==> src/rtl/sync_up_counter.sv <==
// -----------------------------------------------------------------------------
// sync_up_counter
//   Synchronous modulo-MODULUS up counter used as a timebase / sequence
//   generator. Every flop shares one clock, so all bits change together.
//   Supports synchronous clear, parallel load (with illegal-value detection),
//   count enable, a combinational terminal-count flag for cascading and a
//   registered one-cycle wrap pulse.
//
//   Priority on each rising edge: reset > clear > load > enable > hold.
//
// Parameters
//   WIDTH        counter width in bits
//   MODULUS      count sequence 0..MODULUS-1, legal range 2..2**WIDTH
//   RESET_VALUE  count after reset, must be < MODULUS
//
// Ports
//   clock       in   rising-edge clock
//   reset       in   synchronous active-high reset
//   clear       in   synchronous clear to 0
//   load        in   parallel load strobe
//   load_value  in   [WIDTH] value loaded when load=1
//   enable      in   count enable
//   counter     out  [WIDTH] current count (registered)
//   tc          out  terminal count (combinational), usable as the enable of
//                    a cascaded stage
//   wrap        out  registered one-cycle pulse after a MODULUS-1 -> 0 wrap
//   load_err    out  registered one-cycle pulse after a load of a value that
//                    is >= MODULUS (counter is loaded with MODULUS-1 instead)
//
// Build option
//   SYNC_UP_COUNTER_SATURATE_EN
//     defined   : the counter sticks at MODULUS-1 instead of wrapping; wrap
//                 never pulses; tc still asserts (acts as a "full" flag).
//                 Only load, clear or reset leave saturation.
//     undefined : modulo wrap (default build).
// -----------------------------------------------------------------------------
module sync_up_counter #(
  parameter int WIDTH       = 4,
  parameter int MODULUS     = 16,
  parameter int RESET_VALUE = 0
) (
  input  logic             clock,
  input  logic             reset,
  input  logic             clear,
  input  logic             load,
  input  logic [WIDTH-1:0] load_value,
  input  logic             enable,
  output logic [WIDTH-1:0] counter,
  output logic             tc,
  output logic             wrap,
  output logic             load_err
);

`ifdef SYNC_UP_COUNTER_SATURATE_EN
  localparam bit LP_SATURATE = 1'b1;
`else
  localparam bit LP_SATURATE = 1'b0;
`endif

  // Terminal value as a WIDTH-bit constant; for MODULUS == 2**WIDTH this is
  // all ones, giving natural binary rollover.
  localparam logic [WIDTH-1:0] LP_MAX   = WIDTH'(MODULUS - 1);
  localparam logic [WIDTH-1:0] LP_RST_V = WIDTH'(RESET_VALUE);
  // One extra bit so MODULUS == 2**WIDTH is representable in the compare.
  localparam int               LP_CW    = WIDTH + 1;

  logic [WIDTH-1:0] r_count;
  logic             r_wrap;
  logic             r_load_err;

  logic             w_at_max;
  logic             w_load_illegal;

  // Next count on an enabled edge: wrap (or saturate) at the terminal value.
  function automatic logic [WIDTH-1:0] f_next_count(input logic [WIDTH-1:0] cnt);
    logic [WIDTH-1:0] nxt;
    nxt = cnt + WIDTH'(1);
    if (cnt == LP_MAX) begin
      nxt = LP_SATURATE ? LP_MAX : '0;
    end
    return nxt;
  endfunction

  // Loaded values outside 0..MODULUS-1 are clamped to the terminal value.
  function automatic logic f_load_out_of_range(input logic [WIDTH-1:0] v);
    return (LP_CW'(v) >= LP_CW'(MODULUS));
  endfunction

  function automatic logic [WIDTH-1:0] f_clamp_load(input logic [WIDTH-1:0] v);
    return f_load_out_of_range(v) ? LP_MAX : v;
  endfunction

  assign w_at_max       = (r_count == LP_MAX);
  assign w_load_illegal = f_load_out_of_range(load_value);

  // tc predicts the wrapping edge, so it is only high when enable is the
  // action that will actually win this edge.
  assign tc = enable & w_at_max & ~load & ~clear & ~reset;

  // Count register plus the two pulse flops
  always_ff @(posedge clock) begin
    if (reset) begin
      r_count    <= LP_RST_V;
      r_wrap     <= 1'b0;
      r_load_err <= 1'b0;
    end else if (clear) begin
      r_count    <= '0;
      r_wrap     <= 1'b0;
      r_load_err <= 1'b0;
    end else if (load) begin
      r_count    <= f_clamp_load(load_value);
      r_wrap     <= 1'b0;
      r_load_err <= w_load_illegal;
    end else if (enable) begin
      r_count    <= f_next_count(r_count);
      r_wrap     <= w_at_max & ~LP_SATURATE;
      r_load_err <= 1'b0;
    end else begin
      r_wrap     <= 1'b0;
      r_load_err <= 1'b0;
    end
  end

  assign counter  = r_count;
  assign wrap     = r_wrap;
  assign load_err = r_load_err;

endmodule

==> config.mk <==
export PLATFORM = sky130hd
export DESIGN_NAME = sync_up_counter
export DESIGN_NICKNAME = d
export VERILOG_FILES = /design/src/rtl/sync_up_counter.sv
export SDC_FILE = /design/constraint.sdc
export NUM_CORES = 1
export LEC_CHECK = 0
export BUFFER_PORTS_ARGS = -buffer_cell sky130_fd_sc_hd__buf_2
export CORE_AREA = 2 2 39 41
export CTS_CLUSTER_DIAMETER = 200
export DETAILED_ROUTE_END_ITERATION = 16
export DIE_AREA = 0 0 41 43
export PLACE_DENSITY = 0.45
export SLEW_MARGIN = 20
export SYNTH_ARGS = -nofsm -noshare
export SYNTH_HDL_FRONTEND = slang
export SYNTH_SLANG_ARGS = --single-unit
==> constraint.sdc <==
create_clock -name clock -period 1.4 [get_ports clock]
set_clock_uncertainty 0.2 [all_clocks]
set_input_delay 0.21 -clock clock [delete_from_list [all_inputs] [get_ports clock]]
set_output_delay 0.21 -clock clock [all_outputs]
set_load 0.1 [all_outputs]
==> results by group <==
Layout
  – Final non-filler cell total: 78
  – Post-layout util: 47.2%
  – Area growth, synth to finish: 124%
  – Nets: 73
  – ANT cells: 0
  – Filler Cell Count: between 100 and 150
  – Share of layout cells above drive strength 1: between 60% and 70%

Drt
  – Vias: 330
  – 1st-iter DRT viols: 5
  – Vias/cell: about 4.2
  – Number of detailed-route iterations in the first pass: 4
  – DRC errors left: 0
  – DR WL/cell: between 10 and 15 microns
  – Routed WL: 889 microns
  – Routed Antenna Nets: 0

Synth
  – Sequential-to-total area share from yosys stat: between 30% and 40%
  – Synthesized net count: 41
  – Synth warn: 0
  – Main flop type after synthesis: dfxtp_1
  – Synth Cell Area: between 200 and 300 sq um
  – Post-synth EDFFs: 0
  – Mux cell area share after synthesis: under 10%
  – Post-Synth Adder-Cell Area: between 4 and 5%
  – FF+latch count, synth: 5
  – Post-Synth XOR/XNOR Area: around 6%
  – Main combinational cell family by area after synthesis: simple AND/OR/NAND/NOR gates
  – Simple-Gate Fraction of Synth Area: approximately 26%
  – Synth unique cells: 23
  – Avg Inst Size Synth: about 9.4 sq um
  – Cells after synthesis: 31
  – Synth async-reset ratio: 0%
  – Synth Area in Compound Gates: between 10% and 20%

Power
  – P per Cell Area: about 700 mW/mm^2
  – Max IR drop VDD: roughly 0.52 mV
  – Clock Power Share: between 30 and 40%
  – Internal: just over 0.3 mW
  – Sw power: 0.145 mW
  – Switching fraction of total power: a little under a third
  – Seq pwr share: around a third
  – Power, Total: between 0.4 and 0.5 mW
  – Leak: around 0.29 nW
  – Logic pwr share: between 30% and 40%

Setup path
  – Crit end category: primary output
  – Cells along the critical path: ha_4, nand3_2, and4b_4, buf_12
  – Slowest CP cell: dfxtp_4
  – Largest fanout on the critical path: 2
  – Worst path arrival time: about 1.3 ns
  – Nature of the critical path startpoint: register
  – Largest stage delay, worst path: about 0.35 ns
  – Crit Path Category: reg2out
  – WP data required: 0.99 ns

Global route
  – Total GRT Usage: a little under an eighth
  – Antenna violations before repair: 0
  – Largest net degree at the start of global routing: 9
  – Total gr overflow: 0
  – Vias in the first global route: 303
  – Global-route wire length before repair: around 1300 microns

Die
  – Die X: 41 microns
  – Total core area: 0.00138 sq mm
  – Row Count: 14
  – Die area: around 0.0018 sq mm
  – Die Ht: between 40 and 50 microns
  – Initial core utilization: a little over a fifth
  – Ports: 16

Placed design
  – RePlAce Congestion: 0.741
  – Placed Instances: 67
  – IO Port Bufs: 14

Clock tree
  – Num Clock Sinks: 5
  – Clock buffer depth: 2
  – CTS H-tree depth: 1
  – Clock transition at path regs: 0.04 ns
  – Clk root buf: clkbuf_4
  – Clk_lat worst skew: about 0.24 ns
  – Total CTS buffers: 3
  – CTS tree: yes

Run
  – Max_cap viols: 0

STA
  – Minimum clock period: 1.71 ns
  – Setup TNS Final: -0.464 ns
  – Max-slew violation count: 0
  – Fmax: 0.584 GHz
  – Final setup violating endpoints: 2
  – RSZ-0062 raised after global routing: true
  – Ratio of final minimum period to clock period: 122%
  – Setup ws final: -0.313 ns
  – Final hold vios: 0
  – Hold slack: approximately 0.013 ns

Status
  – Failing checks: setup timing
  – Status: finished, violations left

Worst hold path
  – Hold crit path type: in2reg
[layout by cell type (no fill, tap or decap), drive strengths merged]
cell         instances
nand2b               1
o21ai                1
a21oi                1
buf                 25
nand3b               1
conb                 1
nand4                1
nor3b                1
a2111oi              1
ha                   1
xor2                 2
nand3                2
clkbuf               4
a31oi                1
o32ai                1
o211a                1
nor2                 2
dlygate4sd3          4
nand2                2
dfxtp                5
mux2i                1
inv                  1
and4b                2
[synthesized netlist by cell type, types with 2 or more instances]
cell | instances | share of area (%)
dfxtp_1 | 5 | 34
and4b_1 | 2 | 6.9
nand3_1 | 2 | 3.4
nor2_1 | 2 | 2.6
xor2_1 | 2 | 6.0
[worst max-delay path, delay by kind of cell (launching register included)]
kind,cells,cell delay [ns]
adders and majority gates,1,0.13
buffers and inverters,1,0.17
DFF,1,0.35
and+or+nand+nor,2,0.40
[final cells by class]
class / instances / area [sq um] / share of cell area (%)
Clock buffer: 4 / 26.3 / 4.02
Inverter: 1 / 3.75 / 0.575
Multi-Input combinational cell: 23 / 198 / 30.3
Sequential cell: 5 / 115 / 17.6
Tap cell: 16 / 20.0 / 3.07
Timing Repair Buffer: 29 / 290 / 44.4
[state kept, by name, summed over array words and instances, names as in the netlist]
signal / cells
wrap: 1
counter: 4
[cells by family after synthesis]
kind of cell / Yosys count
other cells: 1
mux: 1
buf+inv: 3
simple gates: 12
fa+ha+maj: 1
compound gates: 6
flops: 5
xor+xnor: 2
[power by group through the flow]
stage	registers [mW]	logic, mW	clock network, mW
2_1_floorplan	0.190	0.0399	0
3_3_place_gp	0.151	0.129	0
3_5_place_dp	0.151	0.129	0
4_1_cts	0.149	0.141	0.173
5_1_grt	0.149	0.148	0.186
6_report	0.149	0.141	0.165
[metal layers]
| metal | GRT usage (%) | share of wire, % | vias up |
|---|---|---|---|
| li1 | - | - | 174 |
| met1 | 12.9 | 44 | 140 |
| met2 | 17.2 | 48 | 14 |
| met3 | 6.28 | 7.2 | 2 |
| met4 | 6.00 | 0.90 | 0 |
| met5 | 0 | 0 | - |
[what timing repair did]
| item | CTS | global route |
|---|---|---|
| hold endpoints to repair | 1 | 0 |
| hold buffers | 4 | 0 |
| endpoints found under the setup margin | 2 | 2 |
| pin swaps | 4 | 3 |
| resized for setup | 2 | 1 |
| buffers inserted | 4 | 0 |
[path summary, 6_finish.rpt]
kind,start,slack [ns],cells after the start,to
worst max-delay path,counter[1],-0.31,4,tc
worst min-delay path,load_value[1],0.01,2,counter[1]
worst max register to register,counter[1],-0.15,7,counter[2]
worst min register to register,counter[0],0.48,3,counter[0]
[per-stage QoR]
step | setup slack [ns] | instance area [sq um]
after floorplan | -0.401 | 328
after global placement | -0.0503 | 549
after detailed placement | -0.0598 | 549
after CTS | -0.333 | 646
after global routing | -0.353 | 653
final | -0.313 | 653
Power figures use the tool's default switching activity.
